[src/rtl/estado_necesidad_pkg.sv]
// Shared codes and default parameters for the need-tracking state machine.
// State codes double as display codes, so the two sets are kept identical.
package estado_necesidad_pkg;

  localparam logic [2:0] ST_IDLE       = 3'd0;
  localparam logic [2:0] ST_HAMBRE     = 3'd1;
  localparam logic [2:0] ST_DESNUTRIDO = 3'd2;
  localparam logic [2:0] ST_COMIENDO   = 3'd3;
  localparam logic [2:0] ST_ENFERMO    = 3'd4;

  localparam logic [2:0] VIS_IDLE       = ST_IDLE;
  localparam logic [2:0] VIS_HAMBRE     = ST_HAMBRE;
  localparam logic [2:0] VIS_DESNUTRIDO = ST_DESNUTRIDO;
  localparam logic [2:0] VIS_COMIENDO   = ST_COMIENDO;
  localparam logic [2:0] VIS_ENFERMO    = ST_ENFERMO;

  localparam int unsigned DEF_NIVEL_W        = 3;
  localparam int unsigned DEF_NIVEL_MAX      = 7;
  localparam int unsigned DEF_UMBRAL_HAMBRE  = 4;
  localparam int unsigned DEF_UMBRAL_CRITICO = 1;
  localparam int unsigned DEF_DIV_DECAE      = 50_000_000;
  localparam int unsigned DEF_DIV_COMIDA     = 12_500_000;
  localparam int unsigned DEF_T_ENFERMO      = 8;

endpackage

[src/rtl/estado_necesidad_divisor_tick.sv]
// Prescaler: counts while en, pulses tick on the terminal count and wraps.
// clr has priority; holding en low freezes the count instead of clearing it.
module divisor_tick #(
  parameter int unsigned DIV = 4
) (
  input  logic clk,
  input  logic reset,
  input  logic en,
  input  logic clr,
  output logic tick
);

  localparam int unsigned CW = (DIV > 1) ? $clog2(DIV) : 1;
  localparam logic [CW-1:0] TOP = CW'(DIV - 1);

  logic [CW-1:0] cnt;

  always_ff @(posedge clk or negedge reset) begin
    if (!reset)      cnt <= '0;
    else if (clr)    cnt <= '0;
    else if (en)     cnt <= (cnt == TOP) ? '0 : cnt + CW'(1);
  end

  assign tick = en && !clr && (cnt == TOP);

endmodule

[src/rtl/estado_necesidad.sv]
// Need-tracking FSM for one pet need: decaying level, feeding refill,
// sickness after prolonged malnutrition, registered display/enable outputs.
module estado_necesidad
  import estado_necesidad_pkg::*;
#(
  parameter int unsigned NIVEL_W        = DEF_NIVEL_W,
  parameter int unsigned NIVEL_MAX      = DEF_NIVEL_MAX,
  parameter int unsigned UMBRAL_HAMBRE  = DEF_UMBRAL_HAMBRE,
  parameter int unsigned UMBRAL_CRITICO = DEF_UMBRAL_CRITICO,
  parameter int unsigned DIV_DECAE      = DEF_DIV_DECAE,
  parameter int unsigned DIV_COMIDA     = DEF_DIV_COMIDA,
  parameter int unsigned T_ENFERMO      = DEF_T_ENFERMO
) (
  input  logic               clk,
  input  logic               reset,
  input  logic               Boton_Comida,
  input  logic               Boton_Medicina,
  input  logic               Pausa,
  output logic [NIVEL_W-1:0] Nivel,
  output logic [2:0]         Estado,
  output logic [2:0]         Visualizacion,
  output logic               Activo_Comida,
  output logic               Activo_Medicina,
  output logic               Evento_Critico
);

  localparam logic [NIVEL_W-1:0] LV_MAX = NIVEL_W'(NIVEL_MAX);
  localparam logic [NIVEL_W-1:0] LV_HAM = NIVEL_W'(UMBRAL_HAMBRE);
  localparam logic [NIVEL_W-1:0] LV_CRI = NIVEL_W'(UMBRAL_CRITICO);
  localparam int unsigned        SW     = $clog2(T_ENFERMO + 1);
  localparam logic [SW-1:0]      S_LIM  = SW'(T_ENFERMO);

  logic [2:0]         estado_q, estado_d;
  logic [NIVEL_W-1:0] nivel_q;
  logic [SW-1:0]      sick_q;
  logic               med_q, med_edge;
  logic               comiendo, decae_en, decae_tick, comida_tick;
  logic               act_comida_d, act_med_d, evento_d;

  assign comiendo = (estado_q == ST_COMIENDO);
  assign decae_en = !Pausa && !comiendo;
  assign med_edge = Boton_Medicina && !med_q;

  divisor_tick #(.DIV(DIV_DECAE)) u_decae (
    .clk   (clk),
    .reset (reset),
    .en    (decae_en),
    .clr   (1'b0),
    .tick  (decae_tick)
  );

  divisor_tick #(.DIV(DIV_COMIDA)) u_comida (
    .clk   (clk),
    .reset (reset),
    .en    (comiendo),
    .clr   (!comiendo),
    .tick  (comida_tick)
  );

  // Level, sickness count and medicine edge register
  always_ff @(posedge clk or negedge reset) begin
    if (!reset) begin
      nivel_q <= LV_MAX;
      sick_q  <= '0;
      med_q   <= 1'b0;
    end else begin
      med_q <= Boton_Medicina;
      if (decae_tick && nivel_q != '0)          nivel_q <= nivel_q - NIVEL_W'(1);
      else if (comida_tick && nivel_q < LV_MAX) nivel_q <= nivel_q + NIVEL_W'(1);
      if (estado_q == ST_DESNUTRIDO && estado_d == ST_DESNUTRIDO) begin
        if (decae_tick) sick_q <= sick_q + SW'(1);
      end else begin
        sick_q <= '0;
      end
    end
  end

  // State and registered outputs
  always_ff @(posedge clk or negedge reset) begin
    if (!reset) begin
      estado_q        <= ST_IDLE;
      Activo_Comida   <= 1'b1;
      Activo_Medicina <= 1'b1;
      Evento_Critico  <= 1'b0;
    end else begin
      estado_q        <= estado_d;
      Activo_Comida   <= act_comida_d;
      Activo_Medicina <= act_med_d;
      Evento_Critico  <= evento_d;
    end
  end

  always_comb begin
    estado_d = estado_q;
    case (estado_q)
      ST_IDLE:
        if (nivel_q < LV_HAM) estado_d = ST_HAMBRE;
      ST_HAMBRE:
        if (nivel_q < LV_CRI)       estado_d = ST_DESNUTRIDO;
        else if (Boton_Comida)      estado_d = ST_COMIENDO;
        else if (nivel_q >= LV_HAM) estado_d = ST_IDLE;
      ST_DESNUTRIDO:
        if (Boton_Comida)           estado_d = ST_COMIENDO;
        else if (sick_q >= S_LIM)   estado_d = ST_ENFERMO;
      ST_COMIENDO:
        if (!(Boton_Comida && nivel_q < LV_MAX))
          estado_d = (nivel_q >= LV_HAM) ? ST_IDLE :
                     (nivel_q >= LV_CRI) ? ST_HAMBRE : ST_DESNUTRIDO;
      ST_ENFERMO:
        if (med_edge) estado_d = (nivel_q < LV_CRI) ? ST_DESNUTRIDO : ST_HAMBRE;
      default:
        estado_d = ST_IDLE;
    endcase
  end

  // Output values are derived from the next state so they flip with Estado
  always_comb begin
    act_comida_d = (estado_d != ST_ENFERMO);
    act_med_d    = (estado_d != ST_COMIENDO);
    evento_d     = (estado_d == ST_ENFERMO) && (estado_q != ST_ENFERMO);
  end

  assign Nivel         = nivel_q;
  assign Estado        = estado_q;
  assign Visualizacion = estado_q;

endmodule

[config.mk]
export PLATFORM = sky130hd
export DESIGN_NAME = estado_necesidad
export DESIGN_NICKNAME = d
export VERILOG_FILES = /design/src/rtl/estado_necesidad_pkg.sv /design/src/rtl/estado_necesidad_divisor_tick.sv /design/src/rtl/estado_necesidad.sv
export SDC_FILE = /design/constraint.sdc
export NUM_CORES = 1
export LEC_CHECK = 0
export CAP_MARGIN = 20
export CORE_MARGIN = 2
export CORE_UTILIZATION = 55
export CTS_BUF_LIST = sky130_fd_sc_hd__clkbuf_2 sky130_fd_sc_hd__clkbuf_4 sky130_fd_sc_hd__clkbuf_8
export CTS_CLUSTER_DIAMETER = 30
export DETAILED_ROUTE_END_ITERATION = 10
export GPL_TIMING_DRIVEN = 1
export MAX_ROUTING_LAYER = met4
export PLACE_DENSITY = 0.78
export SYNTH_ARGS = -nofsm -noshare
export SYNTH_HDL_FRONTEND = slang
export SYNTH_SLANG_ARGS = --single-unit
[constraint.sdc]
create_clock -name clk -period 1.92 [get_ports clk]
set_input_delay 0.288 -clock clk [delete_from_list [all_inputs] [get_ports clk]]
set_output_delay 0.288 -clock clk [all_outputs]
set_load 0.02 [all_outputs]
==> results of run 1 <==
metal layers:
layer	up-vias	track usage [%]	routed length (microns)
met5	-	-	0
met4	0	7.70	73
met3	6	5.22	240
met2	41	38.5	3670
met1	1390	29.5	3280
li1	1335	-	-
cell type report:
cell class	instances	area [sq um]
tap	75	93.8
multi-input combinational	257	1710
inverter	22	82.6
sequential	64	1610
timing repair buffer	58	509
clock inverter	4	45.0
clock buffer	12	146
fill	422	1760
state kept, by name, indices dropped and copies added (netlist names):
register / cells
u_decae.cnt: 26
Evento_Critico: 1
u_comida.cnt: 24
med_q: 1
sick_q: 4
Estado: 3
Activo_Comida: 1
Nivel: 3
Activo_Medicina: 1
logic make-up (layout without fill, tap and decap cells):
| family | count (synthesis) | after routing | synth area share (%) |
|---|---|---|---|
| flops | 64 | 64 | 47.1 |
| compound gates | 38 | 38 | 7.11 |
| fa+ha+maj | 8 | 8 | 2.93 |
| xor+xnor | 40 | 40 | 10.3 |
| mux | 5 | 5 | 1.50 |
| buf+inv | 35 | 96 | 4.62 |
| simple gates | 166 | 166 | 26.4 |
timing repair:
action | CTS | global route
setup buffers | 0 | 2
hold buffers | 1 | 0
gates resized for setup | 2 | 15
endpoints found under the setup margin | 5 | 41
pin swaps | 0 | 4
cloned | 0 | 1
endpoints found under the hold margin | 15 | 0
cell usage after synthesis (all sizes together):
library cell / instances / area [sq um]
nand2: 22 / 85.1
a31o: 1 / 8.76
dfrtp: 59 / 1480
or2: 4 / 25.0
a311oi: 1 / 8.76
a22oi: 1 / 7.51
nor2b: 4 / 25.0
nand3b: 5 / 37.5
xnor2: 23 / 201
nor2: 55 / 206
a22o: 1 / 8.76
xor2: 17 / 149
and4: 1 / 8.76
o31ai: 2 / 15.0
buf: 10 / 62.6
a21oi: 13 / 65.1
mux2: 1 / 11.3
or3: 6 / 37.5
a21o: 3 / 22.5
a221oi: 1 / 8.76
and3: 7 / 43.8
a31oi: 1 / 6.26
dfstp: 5 / 131
a21bo: 2 / 20.0
a211oi: 1 / 7.51
inv: 22 / 82.6
nand4: 16 / 100
or4: 3 / 26.3
o21ai: 10 / 53.8
ha: 8 / 100
nor3: 9 / 45.0
a32o: 1 / 10.0
mux2i: 4 / 40.0
or4b: 1 / 10.0
nor4: 10 / 98.8
nor4b: 2 / 32.5
clkbuf: 3 / 12.5
nand3: 16 / 80.1
nand2b: 3 / 18.8
and3b: 2 / 21.3
per-stage QoR:
step,power [uW],TNS (ns)
2_1_floorplan,2120,-0.0831
4_1_cts,3590,-0.280
5_1_grt,3770,-2.16
6_report,3590,-0.305
3_3_place_gp,2440,-0.0175
3_5_place_dp,2460,-0.535
final timing paths:
kind / start / end / slack (ns) / cells after the start
setup / recovery: u_comida.cnt[0]$_DFF_PN0_ / Nivel[2]$_DFFE_PN1P_ / -0.09 / 7
hold / removal: Boton_Medicina / med_q$_DFF_PN0_ / 0.43 / 1
setup reg to reg: u_comida.cnt[0]$_DFF_PN0_ / Nivel[2]$_DFFE_PN1P_ / -0.09 / 7
hold reg to reg: u_decae.cnt[24]$_DFFE_PN0P_ / u_decae.cnt[24]$_DFFE_PN0P_ / 0.49 / 1
min in group asynchronous: reset / u_decae.cnt[24]$_DFFE_PN0P_ / 0.46 / 2
max in group asynchronous: reset / u_decae.cnt[1]$_DFFE_PN0P_ / 0.87 / 3
report_power, final:
| group | leakage, uW | switching (uW) | internal, uW | total (uW) |
|---|---|---|---|---|
| combinational | 0.000918 | 488 | 422 | 911 |
| clock | 0.000104 | 489 | 637 | 1130 |
| sequential | 0.000839 | 91.8 | 1460 | 1560 |
==> results.md, run 1 <==
* Initial antenna violation count at 0
* Final WS setup at -0.0871 ns
* Ant. Diodes at 0
* # setup viols final at 6
* WP buf/inv at 1
* Worst Skew at just over 0.008 ns
* 1st-iter DRT viols at around 150
* GRT overflow at 0
* Hold_ws at 0.426 ns
* Dpl ws at -0.0787 ns
* Max_slew headroom at 64.9%
* DRC Markers at 0
* Final #Nets at 425
* Status: finished, violations left
* First-pass GRT wire length at 11900 microns
* Register area share after synthesis at about 47%
* TritonCTS clock tree: yes
* Clock sink total at 64
* Final hold viol count at 0
* Slew @ Worst Pin at between 0.5 and 0.6 ns
* Hold WC Path Type: in -> reg
* Mapped Area at about 3400 sq um
* Required time of the worst setup path at approximately 2.2 ns
* Crit Path Max Fanout at 4
* WL final at around 7300 microns
* Critical path endpoint category: register
* Fmax at about 0.5 GHz
* Ratio of cells with drive above 1 in the final layout at 21.8%
* Maximum VDD drop at 0.702 mV
* Crit path max-delay family: simple AND/OR/NAND/NOR gates
* Data arrival time of the worst path at about 2.3 ns
* Final instance area at between 4000 and 5000 sq um
* Synth Net Count at roughly 370
* Post-route minimum period at ~2 ns
* Cells after DPL at 472
* Warning count from the yosys run at 0
* Clock root cell: clkbuf_8
* Die width at ~83 microns
* Number of iterations in the first detailed-routing pass at 4
* Worst-path clk slew at approximately 0.07 ns
* Kind of critical path: reg -> reg
* Die area at ~7000 sq um
* GRT Overall Usage at a little under a quarter
* Critical Path, Cell by Cell: ha_2 > nand4_1 > or4_4 > nor4_4 > buf_4 > a32o_1 > a21o_1
* Die Height at between 80 and 90 microns
* Critical path startpoint category: register
* GP Congestion at roughly 0.87
* FF+latch count, synth at 64
* Syn avg cell area at around 9.6 sq um
* PD cells at 856 nW/um^2
* Failing checks: setup timing
* Placement Cell Area at slightly below 4000 sq um
* DR WL/cell at about 15 microns
* Number of global-route vias before repair at 2594
* Leak at between 0.0015 and 0.002 uW
* Initial Util at between 50% and 60%
* Post-Syn Instances at roughly 360
* Commonest non-fill, non-tap cell in the layout: dfrtp_1
* CP max-delay cell: or4_4
* Largest net degree at the start of global routing at 32
* Worst skew pair latency at between 0.3 and 0.4 ns
* HPWL Detailed at between 5000 and 6000 microns
* Tcrit/Tclk final at 105%
* RSZ-0062 raised after global routing: yes
* Syn-to-layout area delta at 23.0%
* # rows at 28
* Final Core Density at 70.5%
* Port bufs at 16
* Ports at 17
* Core area at between 5000 and 6000 sq um
* Commonest non-fill, non-tap cells in the layout: dfrtp_1, nor2_1, buf_4, xnor2_1, inv_1
* CTS H-tree depth at 3
* CP peak stage delay at about 0.6 ns
* Routed via count at 2772
* Final non-filler cell total at slightly below 500
* DR vias/cell at 5.63
* CTS Buf Count at 9
* Routed Antenna Nets at 0
* Max Transition Viols Final at 0
* Max Cap Viol at 0
* Clk buf depth at 2
* Synth unique cells at between 40 and 50
No activity file was read; power rests on OpenSTA's default activity.
==> run 2, diff against run 1 <==
--- a/config.mk
+++ b/config.mk
@@ -13,7 +13,7 @@
 export DETAILED_ROUTE_END_ITERATION = 10
 export GPL_TIMING_DRIVEN = 1
 export MAX_ROUTING_LAYER = met4
-export PLACE_DENSITY = 0.78
+export PLACE_DENSITY = 0.75
 export SYNTH_ARGS = -nofsm -noshare
 export SYNTH_HDL_FRONTEND = slang
 export SYNTH_SLANG_ARGS = --single-unit
==> constraint.sdc (replaced) <==
create_clock -name clk -period 2.2 [get_ports clk]
set_input_delay 0.33 -clock clk [delete_from_list [all_inputs] [get_ports clk]]
set_output_delay 0.33 -clock clk [all_outputs]
set_load 0.02 [all_outputs]
==> run 2 against run 1 <==
  * The flow finishes with violations (hold timing)
  * Power shrank 9.5%
  * Sequential share of layout area grew 1.6 points
  * Via count fell by 6.5%
  * Non-clock buffer count decreased by 21
  * Clock power about the same
  * Final cell count is 4.3% lower
  * Largest power group unchanged
  * Utilization is 2.9 points lower
  * Global-route usage decreased by 1.5 points
==> results.md, run 2 (synthesis gave the netlist of run 1 again) <==
* Hold_ws at -0.00907 ns
* Kind of critical path: reg -> reg
* Ratio of cells with drive above 1 in the final layout at ~15%
* GRT overflow at 0
* Routed Antenna Nets at 0
* Routed via count at roughly 2600
* Max Cap Viol at 0
* DR WL/cell at 14.0 microns
* Die width at 82.8 microns
* Max_slew headroom at roughly 60%
* Clock root cell: clkbuf_8
* Worst-path clk slew at roughly 0.07 ns
* Register area at roughly 1600 sq um
* CTS Buf Count at 9
* Dpl ws at approximately 0.11 ns
* Critical path endpoint category: register
* Most used routing layer: met2
* Reg with most FFs: u_decae.cnt
* Max Transition Viols Final at 0
* PD cells at slightly above 800 nW/um^2
* DRC Markers at 0
* # setup viols final at 0
* Number of iterations in the first detailed-routing pass at 4
* WL final at roughly 6600 microns
* CTS H-tree depth at 3
* Total chip power at between 3000 and 4000 uW
* Syn-to-layout area delta at 17.9%
* GRT Overall Usage at around 22%
* Final WS setup at 0.128 ns
* Port bufs at 16
* Critical Path Source: u_comida.cnt[0]$_DFF_PN0_
* Die area at approximately 6900 sq um
* Clk buf depth at 2
* RSZ-0062 raised after global routing: no
* GRT met2 Usage at roughly a third
* Top flop regs: u_decae.cnt: 26 flops, u_comida.cnt: 24 flops, sick_q: 4 flops
* Status: finished, violations left
* Hold WC Path Type: in -> async
* Max reg flops at 26
* 1st-iter DRT viols at about 100
* Data arrival time of the worst path at ~2.3 ns
* GP Congestion at roughly 0.89
* Commonest non-fill, non-tap cell in the layout: dfrtp_1
* TritonCTS clock tree: yes
* Final #Nets at about 400
* Critical path startpoint category: register
* # rows at 28
* First-pass GRT wire length at about 11000 microns
* Core area at a little under 6000 sq um
* Setup TNS at 0 ns
* DR vias/cell at ~5.5
* # hold bufs at CTS at 0
* Required time of the worst setup path at between 2 and 2.5 ns
* HPWL Detailed at about 4600 microns
* R2R Path Start: u_comida.cnt[0]$_DFF_PN0_
* Ant. Diodes at 0
* Worst skew pair latency at roughly 0.34 ns
* Slew @ Worst Pin at approximately 0.6 ns
* Worst Skew at 0.00729 ns
* Final Core Density at 67.5%
* Multi-input logic area at 1670 sq um
* Largest net degree at the start of global routing at 39
* Commonest non-fill, non-tap cells in the layout: dfrtp_1, nor2_1, xnor2_1, inv_1, nand2_1
* Routing usage on met1 at ~30%
* Die Height at a little over 80 microns
* Initial Util at 57.3%
* Ports at 17
* Leak at between 0.0015 and 0.002 uW
* Number of global-route vias before repair at roughly 2500
* M3 GR Usage at between 4 and 5%
* Initial antenna violation count at 0
* Maximum VDD drop at 0.526 mV
* Clock sink total at 64
* Crit Path Max Fanout at 4
* Fmax at just under 0.5 GHz
* Tcrit/Tclk final at between 90% and 100%
* FILL cells at 461
* Failing checks: hold timing
* Post-route minimum period at about 2.1 ns
* Final hold viol count at 6
## run 2: cell type report
| cell class | instances | share of cell area [%] |
|---|---|---|
| clock inverter | 3 | 1.62 |
| tap | 75 | 2.33 |
| inverter | 22 | 2.05 |
| multi-input combinational | 257 | 41.6 |
| sequential | 64 | 40.0 |
| clock buffer | 13 | 3.98 |
| timing repair buffer | 37 | 8.40 |
## run 2: repair_timing
action                                 4_1_cts  5_1_grt
setup endpoints to repair                    0        4
resized for setup                            0        3
endpoints found under the hold margin        0        0
buffers inserted                             0        4
## run 2: final timing paths
| path | end | slack (ns) | cells after the start |
|---|---|---|---|
| worst max register to register | Nivel[2]$_DFFE_PN1P_ | 0.13 | 6 |
| max in group asynchronous | Nivel[1]$_DFFE_PN1P_ | 1.53 | 2 |
| worst max-delay path | Nivel[2]$_DFFE_PN1P_ | 0.13 | 6 |
| worst min-delay path | u_decae.cnt[7]$_DFFE_PN0P_ | -0.009 | 1 |
| min in group clk | med_q$_DFF_PN0_ | 0.46 | 1 |
| worst min register to register | u_decae.cnt[24]$_DFFE_PN0P_ | 0.47 | 1 |
## run 2: critical path: stages, from the launching register on
cell and delay (ns):
dfrtp_1 0.41, ha_4 0.16, nand4_1 0.13, or4_4 0.59, nor4_4 0.39, a22oi_1 0.15, a21o_1 0.17
## run 2: per-stage QoR
stage               area [sq um]  instances  hold WS, ns
floorplan                   3410        356       0.0344
global placement            3750        451        0.370
detailed placement          3750        451        0.372
CTS                         3970        467      0.00671
global route                4020        471       0.0345
finish                      4020        471     -0.00907
## run 2: per-layer routing
layer | part of all wire (%) | up-vias
met2 | 48 | 39
met5 | 0 | -
li1 | - | 1286
met1 | 48 | 1256
met4 | 1.6 | 0
met3 | 3.1 | 11
## run 2: where the power goes
group          leakage (uW)  switching (uW)  internal (uW)
combinational      0.000775             398            336
sequential         0.000843            92.6           1280
clock              0.000118             441            706
